<file path="config.mk">
export PLATFORM = sky130hd
export DESIGN_NAME = d_reg_pipeline
export DESIGN_NICKNAME = d
export VERILOG_FILES = /design/src/rtl/d_reg_pipeline.sv
export SDC_FILE = /design/constraint.sdc
export NUM_CORES = 1
export LEC_CHECK = 0
export ABC_AREA = 1
export CAP_MARGIN = 10
export CORE_AREA = 3 3 56 79
export DETAILED_ROUTE_END_ITERATION = 8
export DIE_AREA = 0 0 59 82
export HOLD_SLACK_MARGIN = 0.05
export PLACE_DENSITY = 0.72
export SLEW_MARGIN = 5
export SYNTH_ARGS = -nofsm -noshare
export SYNTH_HDL_FRONTEND = slang
export SYNTH_SLANG_ARGS = --single-unit
</file>
<file path="constraint.sdc">
create_clock -name clock -period 2.11 [get_ports clock]
set_clock_uncertainty 0.05 [all_clocks]
set_input_delay 0.211 -clock clock [delete_from_list [all_inputs] [get_ports clock]]
set_output_delay 0.211 -clock clock [all_outputs]
set_load 0.02 [all_outputs]
</file>
<file path="src/rtl/d_reg_pipeline.sv">
// d_reg_pipeline: elastic chain of DEPTH WIDTH-bit register stages with per-stage
// valid bits and valid/ready flow control; empty stages absorb bubbles under stall.
// Latency DEPTH cycles empty-to-output; throughput 1 word/cycle; ready is combinational.
// Optional feature: define D_REG_PIPELINE_PARITY_EN to carry an even-parity bit per
// stage and flag mismatches on the output stage (parity_err); otherwise parity_err = 0.
// Ports: clock, reset (async, active-high), flush (sync clear of valids),
//        in_valid/in_data/in_ready (upstream), out_valid/out_data/out_ready (downstream),
//        occupancy (registered count of valid stages), parity_err.
module d_reg_pipeline #(
  parameter int unsigned             WIDTH       = 8,
  parameter int unsigned             DEPTH       = 4,
  parameter logic [WIDTH-1:0]        RESET_VALUE = '0,
  localparam int unsigned            OCC_W       = $clog2(DEPTH + 1)
) (
  input  logic             clock,
  input  logic             reset,
  input  logic             flush,
  input  logic             in_valid,
  input  logic [WIDTH-1:0] in_data,
  output logic             in_ready,
  output logic             out_valid,
  output logic [WIDTH-1:0] out_data,
  input  logic             out_ready,
  output logic [OCC_W-1:0] occupancy,
  output logic             parity_err
);

  logic [DEPTH-1:0] v;
  logic [DEPTH-1:0] v_next;
  logic [WIDTH-1:0] d     [DEPTH];
  logic [WIDTH-1:0] src_d [DEPTH];
  logic [DEPTH-1:0] src_v;
  logic [DEPTH:0]   rdy;
  logic [OCC_W-1:0] occ_next;

  // Ready ripples back from the output: a stage can take data if it is empty
  // or if the stage after it is moving this cycle.
  always_comb begin
    rdy        = '0;
    rdy[DEPTH] = out_ready;
    for (int i = DEPTH - 1; i >= 0; i--) begin
      rdy[i] = ~v[i] | rdy[i+1];
    end
  end

  // Each stage's source is the previous stage; stage 0 is fed from the input port.
  always_comb begin
    src_v[0] = in_valid;
    src_d[0] = in_data;
    for (int i = 1; i < DEPTH; i++) begin
      src_v[i] = v[i-1];
      src_d[i] = d[i-1];
    end
  end

  always_comb begin
    v_next   = v;
    occ_next = '0;
    if (flush) begin
      v_next = '0;
    end else begin
      for (int i = 0; i < DEPTH; i++) begin
        if (rdy[i]) v_next[i] = src_v[i];
      end
    end
    for (int i = 0; i < DEPTH; i++) begin
      occ_next = occ_next + OCC_W'(v_next[i]);
    end
  end

  always_ff @(posedge clock or posedge reset) begin
    if (reset) begin
      v         <= '0;
      occupancy <= '0;
      for (int i = 0; i < DEPTH; i++) d[i] <= RESET_VALUE;
    end else begin
      v         <= v_next;
      occupancy <= occ_next;
      // Data only moves with a valid word; flushed or empty slots keep stale data stable.
      for (int i = 0; i < DEPTH; i++) begin
        if (!flush && rdy[i] && src_v[i]) d[i] <= src_d[i];
      end
    end
  end

  assign in_ready  = rdy[0];
  assign out_valid = v[DEPTH-1];
  assign out_data  = d[DEPTH-1];

`ifdef D_REG_PIPELINE_PARITY_EN
  logic [DEPTH-1:0] p;
  logic [DEPTH-1:0] src_p;

  always_comb begin
    src_p[0] = ^in_data;
    for (int i = 1; i < DEPTH; i++) src_p[i] = p[i-1];
  end

  // Parity bit travels in lockstep with its stage's data register.
  always_ff @(posedge clock or posedge reset) begin
    if (reset) begin
      p <= {DEPTH{^RESET_VALUE}};
    end else begin
      for (int i = 0; i < DEPTH; i++) begin
        if (!flush && rdy[i] && src_v[i]) p[i] <= src_p[i];
      end
    end
  end

  assign parity_err = v[DEPTH-1] & ((^d[DEPTH-1]) != p[DEPTH-1]);
`else
  assign parity_err = 1'b0;
`endif

endmodule

</file>
=== After elaboration in Yosys (flattened, before gate mapping) ===
Cells that the tools add are included.

* Register bits after elaboration: 39
* Logic and storage cells: 31

* Add/sub/neg operators: 3
* Multiplexer cells: 5
* Bitwise operators: 8
* Reductions and logical operators: 9

{| class="wikitable"
|+ Operators by type and width
! cell !! number
|-
| logical AND 1 bit || 8
|-
| 2-to-1 mux 1 bit || 4
|-
| 2-to-1 mux 4 bit || 1
|-
| NOT 1 bit || 4
|-
| bitwise OR 1 bit || 4
|-
| adder 2 x 1 -> 3 bit || 1
|-
| adder 3 x 1 -> 3 bit || 1
|-
| adder 1 x 1 -> 2 bit || 1
|-
| zero test 1 bit || 1
|}

=== Depth between registers and ports, before layout ===
Gate-level depths: netlist (run 1).

* Depth after elaboration: 10
* Gate-level depth with buffers: 9

=== Worst setup path after synthesis (run 1) ===
Ideal clock, no wire load.

* Kind: reg-to-reg
* From: register v[3]
* To: register occupancy[1]
* Data arrival time: 2.022 ns
* Data required time: 1.934 ns
* Setup slack: -0.088 ns
* Cell stages (with the launch flop): 10
* Clock period less this slack: 2.198 ns
* Cell sequence: dfrtp_1 inv_1 nor2_4 nand3_4 inv_1 a21oi_1 fa_1 inv_1 ha_1 ha_1

* Word-level cells in the longest chain between the ends: 10

{| class="wikitable"
|+ RTL lines
! item !! RTL line !! source
|-
| start, declared || 28 || <nowiki>logic [DEPTH-1:0] v;</nowiki>
|-
| start signal, assigned || 77 || <nowiki>v <= v_next;</nowiki>
|-
| NOT 1 bit || 42 || <nowiki>rdy[i] = ~v[i] | rdy[i+1];</nowiki>
|-
| bitwise OR 1 bit (4 in a row) || 42 ||
|-
| 2-to-1 mux 1 bit || 63 || <nowiki>if (rdy[i]) v_next[i] = src_v[i];</nowiki>
|-
| 2-to-1 mux 4 bit * || 59 || <nowiki>if (flush) begin</nowiki>
|-
| adder 1 x 1 -> 2 bit || 67 || <nowiki>occ_next = occ_next + OCC_W'(v_next[i]);</nowiki>
|-
| adder 2 x 1 -> 3 bit || 67 ||
|-
| adder 3 x 1 -> 3 bit * || 67 ||
|-
| named net occ_next[1] || 34 || <nowiki>logic [OCC_W-1:0] occ_next;</nowiki>
|-
| end signal, assigned || 78 || <nowiki>occupancy <= occ_next;</nowiki>
|-
| end, declared || 24 || <nowiki>output logic [OCC_W-1:0] occupancy,</nowiki>
|}

The timed path passes the listed nets; every way through them passes the cells marked *.
A chain may end at the register's enable or synchronous reset.

=== Worst setup path in the final report (run 1) ===
Same ends and word-level chain as after synthesis.

==> results list, run 1 <==
- Run status: finished clean
* Detailed-route wire length on metal 1: 1100 um
- Dominant synthesized flop cell: dfrtp_1
- Max Fanout on Critical Path: 3
- The share of the Yosys chip area taken by registers is 55.7%.
* Effective utilization at floorplan: 45.5%
* Fraction of the cycle the final worst path needs: 93.2%
* Number of design rule violations left after detail routing: 0
- The setup check on the worst reg-to-reg path leaves a slack of 140 ps.
- Average wire per standard cell: 10.4 um
- After floorplanning, the core was divided into 27 placement rows.
* Count of flip-flops with a built-in enable after synthesis: 0
* Largest area contributor in the synthesized netlist: dfrtp_1
* Detailed-routed wire length on met3: 124 um
- The area growth from synthesis to layout is 22.4%.
- Once detailed placement completed, the half-perimeter wirelength came to 1900 um.
- Antenna-violating nets left: 0
- In this run the biggest area consumer among cell types represents 55.7% of the synthesized area.
- Reported max-cap violation count: 0
* Cts bufs inserted: 5
- Antenna violations before repair: 0
- Fraction of registers with async set/reset: 100%
- Yosys attributes the largest share of cell area to dfrtp_1, nand2_1, nand3_1, buf_4, inv_1.
- During synthesis, Yosys emitted a total of 0 warnings.
- Tmin final: 1970 ps
- Pin count of the biggest net entering global routing: 40
- The cell area that synthesis handed to floorplanning was 0.00175 mm2.
* Routability congestion estimate: 0.778
- The first global-routing pass estimated 4900 um of wire.
* Sum of internal, switching and leakage power: 1.87 mW
- Detailed Route WL: 2610 um
* Synthesized netlist cell count: 178
* Slew Viols, Final: 0
* Ports: 27
- At the worst endpoint, the required time is 2240 ps.
- Setup repair after global routing left no endpoint under its margin.
* Share of post-route cells with drive strength above 1: 20.1%
* Die Y-Extent: 82 um
- DRT Pass-1 Iters: 4
* Routed vias/inst: 4.60
- Fin. Hold Viols: 0
- Clock-pin slew reported for the worst setup and hold paths after clock tree synthesis: 80 ps
- Counting distinct cell types in the post-synthesis netlist gives 21.
- Final standard cell count with taps included and fillers excluded: 252
- Class of the most critical setup path: reg2reg
* Met2 WL: 1300 um
* Post-Syn Area per Cell: 9.85 um2
- Syn_nets: 194
- Counting both buffers and inverters, the worst setup path holds a total of 3.
- Leakage power total: 1.10 nW
- The filler cells instantiated in the layout total 363.
- Sorting the synthesized cells by how often they occur yields nand2_1, dfrtp_1, nand3_1, inv_1, buf_4.
- Post-place setup slack: -120 ps
- The via count of the first global-routing pass came to 1121.
* Type of the worst min-delay path: in2async
- Clk Tree Root Cell: clkbuf_8
- Worst path cell trace: inv_2, nor2_4, nand3_4, inv_2, o21ai_1, fa_1, inv_1, ha_1, ha_1
* GRT Overall Usage: 13.6%
- nand2_1 is the most common cell in the netlist.
* Worst-case clock buffer depth: 2
* Crit path setup slack, layout: 143 ps
* Initial drt markers: 14
- Highest metal used: met4
- After global routing the overflow that remains totals 0.
- The final route contains 1160 vias.
* Highest clock frequency the design can meet: 0.508 GHz
- Seq cells post-synth: 39
- Count of buffers inserted at the top-level ports: 25
* Startpoint types: flop
* Cell with the biggest individual delay on the critical path: fa_1
* Post-placement cell count: 244
- The number of antenna diodes in the final layout is 0.
* Total power divided by cell area: 870 mW/mm2
- Max VDD drop: 0.000544 V
- For the worst setup path, the data arrival time is 2100 ps.
- Post-CTS timing repair inserted 0 buffers for setup.
- The final layout contains 224 nets.
- Total of endpoints with negative setup slack in the final report: 0
- Buffers inserted to repair hold after CTS numbered 0.
* CTS tree: built
* Delay-heaviest family, CP: adder cells
- The worst setup path is captured at a flop.
* CTS sink cnt: 39
* H-tree depth: 2
- The floorplan step set the die width to 59 um.
- Biggest cell delay along the critical path: 530 ps
- Std-Cell Core Area: 0.00385 mm2
- The floorplan step defined a die boundary enclosing 0.00484 mm2.
- Clock network latency to the later pin of the worst-skew pair: 290 ps
-- worst reg2reg max path: cells and delay by family, from the launching register on --
family                   cells  cell delay (ps)
buffers and inverters        3              160
flip-flops                   1              370
AO/OA/AOI/OAI                1               90
AND/OR/NAND/NOR              2              230
adder cells (fa/ha/maj)      3              960
-- what timing repair did --
| action | CTS | global route |
|---|---|---|
| resized for setup | 0 | 1 |
| setup endpoints to repair | 0 | 1 |
| hold endpoints to repair | 0 | 0 |
-- layout by cell type (no fill, tap or decap), types with 2 or more instances in the layout --
| master | n |
|---|---|
| dfrtp_1 | 38 |
| buf_4 | 10 |
| nand3_1 | 24 |
| nand2_2 | 3 |
| o21ai_2 | 8 |
| ha_1 | 2 |
| nand3_4 | 2 |
| inv_2 | 3 |
| clkdlybuf4s50_1 | 24 |
| clkbuf_8 | 5 |
| inv_1 | 17 |
| nand2_1 | 56 |
| nor2_4 | 3 |
-- sequential cells by signal, indices dropped and copies added, names as in the netlist --
name and count:
d 24, out_data 8, v 4, occupancy 3
-- report_power, final --
| group | total, mW | internal [mW] | switching [mW] |
|---|---|---|---|
| sequential | 0.926 | 0.867 | 0.0595 |
| clock | 0.611 | 0.352 | 0.260 |
| combinational | 0.330 | 0.155 | 0.175 |
| total | 1.87 | 1.37 | 0.494 |
-- stage by stage --
step | setup TNS [ps] | hold slack [ps] | area (um2) | util, %
finish | 0 | 274 | 2150 | 55.7
global route | 0 | 315 | 2150 | 55.7
CTS | 0 | 284 | 2140 | 55.7
detailed placement | -132 | 407 | 2030 | 52.7
global placement | -80.8 | 403 | 2030 | 52.7
floorplan | 0 | 306 | 1760 | -
-- worst paths after layout --
path                             from  cells after the start            to
worst max-delay path             v[3]                      9  occupancy[1]
worst min-delay path            reset                      3   out_data[4]
worst max register to register   v[3]                      9  occupancy[1]
worst min register to register  d[19]                      2         d[19]
max in group asynchronous       reset                      3          v[3]
min in group clock              d[19]                      2         d[19]
-- layer usage --
| layer | vias up | GRT usage [%] |
|---|---|---|
| met4 | 0 | 8.39 |
| met3 | 7 | 3.77 |
| met5 | - | 0 |
| met1 | 519 | 15.5 |
| li1 | 607 | - |
| met2 | 27 | 22.3 |
-- kinds of logic (layout without fill, tap and decap cells) --
kind of cell	Yosys count	in the layout	share of synthesized area, %
flip-flops	39	39	55.7
AO/OA/AOI/OAI	12	12	5.14
other	1	1	0.214
buffers and inverters	32	63	10.3
adder cells (fa/ha/maj)	3	3	2.57
AND/OR/NAND/NOR	91	91	26.1
-- area by class of cell --
cell class                 instances  area (um2)  share of cell area, %
sequential                        39         977                   45.5
multi-input combinational        107         599                   27.9
timing repair buffer              35         328                   15.3
inverter                          20        75.1                   3.50
clock buffer                       5        68.8                   3.21
tap                               43        53.8                   2.51
clock inverter                     3        43.8                   2.04
Power figures use the tool's default switching activity.
==> inputs of run 2 (changes only) <==
--- a/config.mk
+++ b/config.mk
@@ -12,6 +12,7 @@
 export DIE_AREA = 0 0 59 82
 export HOLD_SLACK_MARGIN = 0.05
 export PLACE_DENSITY = 0.72
+export RECOVER_POWER = 25
 export SLEW_MARGIN = 5
 export SYNTH_ARGS = -nofsm -noshare
 export SYNTH_HDL_FRONTEND = slang
==> run 2 against run 1 <==
Compared with the run above: sequential power barely moved; final cell count did not move; count of clock-buffer cells in the layout unchanged; final area decreased by 0.12%; die area unchanged; register-to-register slack is essentially flat; clock power is essentially flat; first-iteration DRC count stayed put; critical path type unchanged; highest routed layer unchanged.
==> results list, run 2 (synthesis gave the netlist of run 1 again) <==
* Biggest cell delay along the critical path: 530 ps (about the same)
- The die height is 82 um (unchanged).
* Type of the worst min-delay path: reg2reg (was in2async)
- Cell with the biggest individual delay on the critical path: fa_1 (unchanged)
- The TritonCTS clock tree was built (unchanged).
- The number of gates resized after CTS is 0 (unchanged).
* Routed vias/inst: 4.60 (unchanged)
* Tmin final: 1970 ps (unchanged)
* Average wire per standard cell: 10.3 um (was 10.4 um)
- CTS sink cnt: 39 (unchanged)
- The placeable core region is 0.00385 mm2 (unchanged).
- Commonest cells after routing, fill and taps aside: nand2_1, dfrtp_1, nand3_1 (was nand2_1, dfrtp_1, nand3_1, clkdlybuf4s50_1, inv_1).
- The number of buffers added for setup after CTS was 0 (unchanged).
- Reported max-cap violation count: 0 (unchanged)
- Slew at the pin with the worst max-slew slack: 907 ps
- The initial cell density of the core came to 45.5% (unchanged).
- Worst path cell trace: inv_2, nor2_4, nand3_4, inv_2, o21ai_1, fa_1, inv_1, ha_1, ha_1 (unchanged)
- The most common cell after layout, fill and taps aside is nand2_1 (unchanged).
* Type of element capturing the critical path: flop (unchanged)
- Highest clock frequency the design can meet: 0.508 GHz (unchanged)
- The fraction of layout instances using a drive strength above 1 is 20.1% (unchanged).
* Detailed-placement wirelength estimate: 1900 um (unchanged)
- Clock-pin slew reported for the worst setup and hold paths after clock tree synthesis: 80 ps (about the same)
- Post-route setup TNS: 0 ps (unchanged)
- Diodes inserted: 0 (unchanged)
- The number of cells in the finished layout apart from fillers came to 252 (unchanged).
- Count of buffers inserted at the top-level ports: 25 (unchanged)
* Global-route wire length before repair: 4900 um (unchanged)
- Cts bufs inserted: 5 (unchanged)
- Setup repair after global routing missed its margin: false (unchanged).
* H-tree depth: 2 (unchanged)
- The post-placement cell count was 244 (unchanged).
- Final Net Count: 224 (unchanged)
- Largest Register: d (unchanged)
- The die width was 59 um (unchanged).
- The element type at the critical path start is a flop (unchanged).
* Max VDD drop: 0.000544 V (about the same)
- The cell class contributing the biggest share of worst-path delay is adder cells (unchanged).
- Total number of vias: 1160 (unchanged)
- Antenna-violating nets left: 0 (unchanged)
- WP data required: 2240 ps (about the same)
- Fraction of the cycle the final worst path needs: 93.2% (unchanged)
- The cts-stage hold buffer count came to 0 (unchanged).
- Total of endpoints with negative setup slack in the final report: 0 (unchanged)
* Worst slew margin relative to its limit: 39.5%
- Clk Tree Root Cell: clkbuf_8 (unchanged)
- Class of the most critical setup path: reg2reg (unchanged)
* DRT Pass-1 Iters: 4 (unchanged)
* Max FFs per register: 24 (unchanged)
- The die area came to 0.00484 mm2 (unchanged).
- The detailed-route wire length is 2610 um (about the same).
- The final max-slew violation count is 0 (unchanged).
- Total power divided by cell area: 871 mW/mm2 (was 870 mW/mm2)
- Leftover overflow at the end of global routing: 0 (unchanged)
* Sum of internal, switching and leakage power: 1.87 mW (about the same)
- Vias in the first global route: 1121 (unchanged)
- Pin count of the biggest net entering global routing: 40 (unchanged)
- Leakage power total: 1.10 nW (about the same)
* Critical path buffer and inverter count: 3 (unchanged)
* Area overhead of the layout relative to synthesis: 22.3% (was 22.4%)
- The number of buffers on the longest clock path was 2 (unchanged).
- The arrival time of the worst setup path came to 2100 ps (about the same).
- The top fanout value on the critical path came to 3 (unchanged).
- Clock network latency to the later pin of the worst-skew pair: 290 ps (about the same)
- The number of remaining DRC errors came to 0 (unchanged).
- Antenna violations before repair: 0 (unchanged)
* Initial drt markers: 14 (unchanged)
* Number of placement rows: 27 (unchanged)
- GRT Overall Usage: 13.6% (unchanged)
- Routability congestion estimate: 0.778 (unchanged)
- Run status: finished clean (unchanged).
- Fin. Hold Viols: 0 (unchanged)
- Ports: 27 (unchanged)
run 2: path summary, 6_finish.rpt:
check / depth (start not counted) / slack [ps] / from / to
max: 9 / 140 / v[3] / occupancy[1]
min: 2 / 420 / d[19] / d[19]
max reg2reg: 9 / 140 / v[3] / occupancy[1]
min reg2reg: 2 / 420 / d[19] / d[19]
max in group asynchronous: 3 / 820 / reset / v[3]
min in group asynchronous: 3 / 580 / reset / out_data[4]
run 2: worst reg2reg max path, stage by stage (launching register included):
cell and delay (ps):
dfrtp_2 370, inv_2 40, nor2_4 150, nand3_4 80
inv_2 70, o21ai_1 90, fa_1 530, inv_1 50
ha_1 170, ha_1 260
run 2: cell type report:
| cell class | instances | area [um2] |
|---|---|---|
| Fill cell | 364 | 1710 |
| Multi-Input combinational cell | 107 | 599 |
| Sequential cell | 39 | 977 |
| Clock buffer | 5 | 68.8 |
| Clock inverter | 3 | 43.8 |
| Timing Repair Buffer | 35 | 325 |
| Inverter | 20 | 75.1 |
| Tap cell | 43 | 53.8 |
run 2: layer usage:
| metal | GRT usage, % | wire, um |
|---|---|---|
| met2 | 22.3 | 1300 |
| met4 | 8.39 | 80 |
| met1 | 15.5 | 1100 |
| met5 | 0 | 0 |
| met3 | 3.77 | 124 |
run 2: report_power, final:
part / switching [mW] / internal, mW
registers: 0.0595 / 0.867
clock network: 0.260 / 0.352
logic: 0.175 / 0.154
total: 0.494 / 1.37
run 2: through the flow:
step | cell area, um2 | util, % | setup slack (ps) | hold WS [ps]
finish | 2140 | 55.7 | 143 | 420
global route | 2140 | 55.7 | 12.3 | 439
CTS | 2140 | 55.7 | 43.5 | 284
detailed placement | 2030 | 52.7 | -120 | 407
global placement | 2030 | 52.7 | -80.8 | 403
floorplan | 1760 | - | 1.87 | 306
==> inputs of run 3 (changes only) <==
--- a/config.mk
+++ b/config.mk
@@ -5,13 +5,12 @@
 export SDC_FILE = /design/constraint.sdc
 export NUM_CORES = 1
 export LEC_CHECK = 0
-export ABC_AREA = 1
 export CAP_MARGIN = 10
-export CORE_AREA = 3 3 56 79
+export CORE_AREA = 3 3 55 77
 export DETAILED_ROUTE_END_ITERATION = 8
-export DIE_AREA = 0 0 59 82
+export DIE_AREA = 0 0 58 80
 export HOLD_SLACK_MARGIN = 0.05
-export PLACE_DENSITY = 0.72
+export PLACE_DENSITY = 0.71
 export RECOVER_POWER = 25
 export SLEW_MARGIN = 5
 export SYNTH_ARGS = -nofsm -noshare
==> run 3 against run 2 <==
Compared with the run above: synthesized cell count down 39%; first-iteration DRC count unchanged; non-clock buffer count up 2; die area down 4.1%; routed wire length down 2.0%; core utilization up 1.7 points; sequential power up 12%; critical path type unchanged; critical endpoint unchanged.
==> results list, run 3 <==
- Die area: 0.00464 mm2 (was 0.00484 mm2)
- The clock root buffer is clkbuf_8 (unchanged).
* Min-Delay Startpoint: d[14] (was d[19])
* Placement Cell Area: 0.00198 mm2 (was 0.00203 mm2)
- Detailed-placement wirelength estimate: 1990 um (was 1900 um)
- The fraction of power consumed by the clock network came to 23.6% (was 32.8%).
- Number of placement rows: 26 (was 27)
- Highest clock frequency the design can meet: 0.500 GHz (was 0.508 GHz)
- Dominant synthesized flop cell: dfrtp_1 (unchanged)
- The capturing element type of the critical path is a flop (unchanged).
* CTS tree: built (unchanged)
* Fraction of registers with async set/reset: 100% (unchanged)
- Max VDD drop: 0.000759 V (was 0.000544 V)
- The initial DRC count was 14 (unchanged).
- Leading cell type in the layout, fill and taps excluded: dfrtp_1 (was nand2_1)
- The clock transition at the registers of the reported paths came to 70 ps (was 80 ps).
- Layout Utilization: 57.3% (was 55.7%)
- The net total in the final layout was 157 (was 224).
- Total power divided by cell area: 963 mW/mm2 (was 871 mW/mm2)
* Post-placement cell count: 176 (was 244)
- Switching Fraction: 26.7% (was 26.5%)
- The area added between synthesis and finish was 26.8% (was 22.3%).
* Critical path origin: v[1] (was v[3])
* Routed vias/inst: 4.77 (was 4.60)
- The final hold violation count came to 0 (unchanged).
- The Yosys warning count is 0 (unchanged).
* Setup Fix Bufs, Post-CTS: 0 (unchanged)
- Global-route wire length before repair: 4490 um (was 4900 um)
* Fill count: 319 (was 364)
* Setup repair after global routing missed its margin: false (unchanged)
- Commonest cells after routing, fill and taps aside: dfrtp_1, mux2_2, clkdlybuf4s50_1 (was nand2_1, dfrtp_1, nand3_1)
- The final max-slew violation count is 0 (unchanged).
- Diodes inserted: 0 (unchanged)
- Hold-fix buffer count after cts: 0 (unchanged)
- CTS sink cnt: 39 (unchanged)
- The initial cell density of the core was 45.2% (was 45.5%).
- Synth Cell Area: 0.00165 mm2 (was 0.00175 mm2)
- The worst slew margin relative to its limit was 38.3% (was 39.5%).
* GRT Overall Usage: 12.9% (was 13.6%)
- Most instantiated cells after synthesis: dfrtp_1, mux2_2, buf_4, mux2_4 (was nand2_1, dfrtp_1, nand3_1, inv_1, buf_4)
- Fraction of the cycle the final worst path needs: 94.8% (was 93.2%)
- The die width was 58 um (was 59 um).
- Die Y-Extent: 80 um (was 82 um)
- Average wire per standard cell: 13.9 um (was 10.3 um)
- The net count of the mapped netlist was 125 (was 194).
* Detailed Route WL: 2560 um (was 2610 um)
* Max FFs per register: 24 (unchanged)
* Routability congestion estimate: 0.772 (was 0.778)
* Net switching power: 536 uW (was 494 uW)
- The residual overflow from global routing is 0 (unchanged).
- The post-synthesis sequential area ratio came to 59.3% (was 55.7%).
- The source of the worst register-to-register timing path was v[1] (was v[3]).
- The classification of the worst setup path was reg2reg (unchanged).
* Clock network latency to the later pin of the worst-skew pair: 280 ps (was 290 ps)
- Startpoint types: flop (unchanged)
- Type of the worst min-delay path: reg2reg (unchanged)
- Antenna violations before repair: 0 (unchanged)
- The area share of the largest cell type after synthesis was 59.3% (was 55.7%).
- Number of design rule violations left after detail routing: 0 (unchanged)
* Tmin final: 2000 ps (was 1970 ps)
- The arrival time of the worst setup path came to 2180 ps (was 2100 ps).
* Final standard cell count with taps included and fillers excluded: 184 (was 252)
- The register name with the most flops is d (unchanged).
- The count of antenna-violating nets left after detailed routing is 0 (unchanged).
* Std-Cell Core Area: 0.00364 mm2 (was 0.00385 mm2)
- Total of endpoints with negative setup slack in the final report: 0 (unchanged)
- Count of buffers inserted at the top-level ports: 25 (unchanged)
- WP data required: 2290 ps (was 2240 ps)
- The boundary pin count is 27 (unchanged).
- Post-Syn Area per Cell: 15.1 um2 (was 9.85 um2)
* H-tree depth: 2 (unchanged)
- Max Fanout on Critical Path: 3 (unchanged)
- The area of all placed cells without fillers came to 0.00209 mm2 (was 0.00214 mm2).
* Worst-case clock buffer depth: 2 (unchanged)
* Comb power frac: 24.5% (was 17.6%)
- The via count of the first global-routing pass was 940 (was 1121).
- Reported max-cap violation count: 0 (unchanged)
- Total number of vias: 878 (was 1160)
- Seq cells post-synth: 39 (unchanged)
- Run status: finished clean (unchanged)
- The leakage power summed over all cells is 0.967 nW (was 1.10 nW).
- The post-route total power came to 2.01 mW (was 1.87 mW).
* Cts bufs inserted: 5 (unchanged)
- DRT Pass-1 Iters: 3 (was 4)
* Share of post-route cells with drive strength above 1: 44.4% (was 20.1%)
- Largest area contributor in the synthesized netlist: dfrtp_1 (unchanged)
- Pin count of the biggest net entering global routing: 40 (unchanged)
- The measured slew at the worst slew-check pin is 925 ps (was 907 ps).
* Most frequent cell after synthesis: dfrtp_1 (was nand2_1)
* Cell internal pwr: 1.48 mW (was 1.37 mW)
* Count of flip-flops with a built-in enable after synthesis: 0 (unchanged)
- Synthesized netlist cell count: 109 (was 178)
- Power share of the sequential group: 51.9% (was 49.6%)
- Cell types with the largest area share after synthesis: dfrtp_1, mux2_2, mux2_4, buf_4, ha_1 (was dfrtp_1, nand2_1, nand3_1, buf_4, inv_1).
* Number of unique standard cell types used by synthesis: 21 (unchanged)
==> run 3: changes by cell type in the layout (fill, tap and decap cells not counted), moves of 3 or more <==
cell	before	now
nand2_2	3	0
o21ai_2	8	0
nor2_1	0	4
mux2_2	0	24
nand2_1	56	0
mux2_4	0	8
inv_2	3	0
nand3_1	24	0
inv_1	17	5
==> run 3: timing repair <==
item,4_1_cts,5_1_grt
setup endpoints to repair,1,1
pin swaps,1,1
resized for setup,2,3
cloned,0,0
==> run 3: logic make-up after synthesis <==
| group | Yosys count | synth area share (%) |
|---|---|---|
| DFF | 39 | 59.3 |
| muxes | 32 | 23.7 |
| buffers and inverters | 17 | 6.53 |
| and+or+nand+nor | 12 | 4.64 |
| AOI/OAI and AO/OA | 5 | 2.89 |
| adders and majority gates | 3 | 2.74 |
| other | 1 | 0.228 |
==> run 3: worst paths after layout <==
check	endpoint	slack (ps)	depth (start not counted)
worst max register to register	occupancy[1]	110	7
max in group asynchronous	v[3]	780	3
worst max-delay path	occupancy[1]	110	7
worst min register to register	d[14]	450	1
worst min-delay path	d[14]	450	1
min in group asynchronous	occupancy[1]	610	3
==> run 3: worst max-delay path, stage by stage, from the launching register on <==
cell and delay, ps:
dfrtp_1 380, and4b_4 290, nor2_4 40, or2_4 230, fa_1 490, inv_1 50
ha_2 170, ha_4 250
==> run 3: stage by stage <==
stage / TNS (ps) / hold slack (ps) / setup slack (ps)
CTS: 0 / 296 / 38.3
detailed placement: -756 / 441 / -336
finish: 0 / 454 / 109
global route: 0 / 475 / 27.0
floorplan: 0 / 313 / 4.49
global placement: -597 / 437 / -286
==> run 3: layout make-up <==
class | count | area, um2 | share of cell area (%)
clock buffers | 6 | 72.6 | 3.48
flip-flops and latches | 39 | 977 | 46.8
clock inverters | 2 | 12.5 | 0.599
well taps | 42 | 52.6 | 2.52
inverters | 5 | 18.8 | 0.899
repair buffers | 37 | 349 | 16.7
multi-input cells | 53 | 606 | 29.0
==> run 3: routing by layer <==
layer	track usage, %	share of wire [%]
met1	15.2	38
met2	22.2	58
met3	2.91	3.6
met4	5.57	1.2
met5	0	0
==> run 3: power by group through the flow <==
stage / Clock (mW) / Sequential (mW) / Combinational (mW)
3_5_place_dp: 0 / 1.06 / 0.500
4_1_cts: 0.488 / 1.05 / 0.502
2_1_floorplan: 0 / 1.02 / 0.392
5_1_grt: 0.525 / 1.08 / 0.528
3_3_place_gp: 0 / 1.04 / 0.478
6_report: 0.475 / 1.04 / 0.493
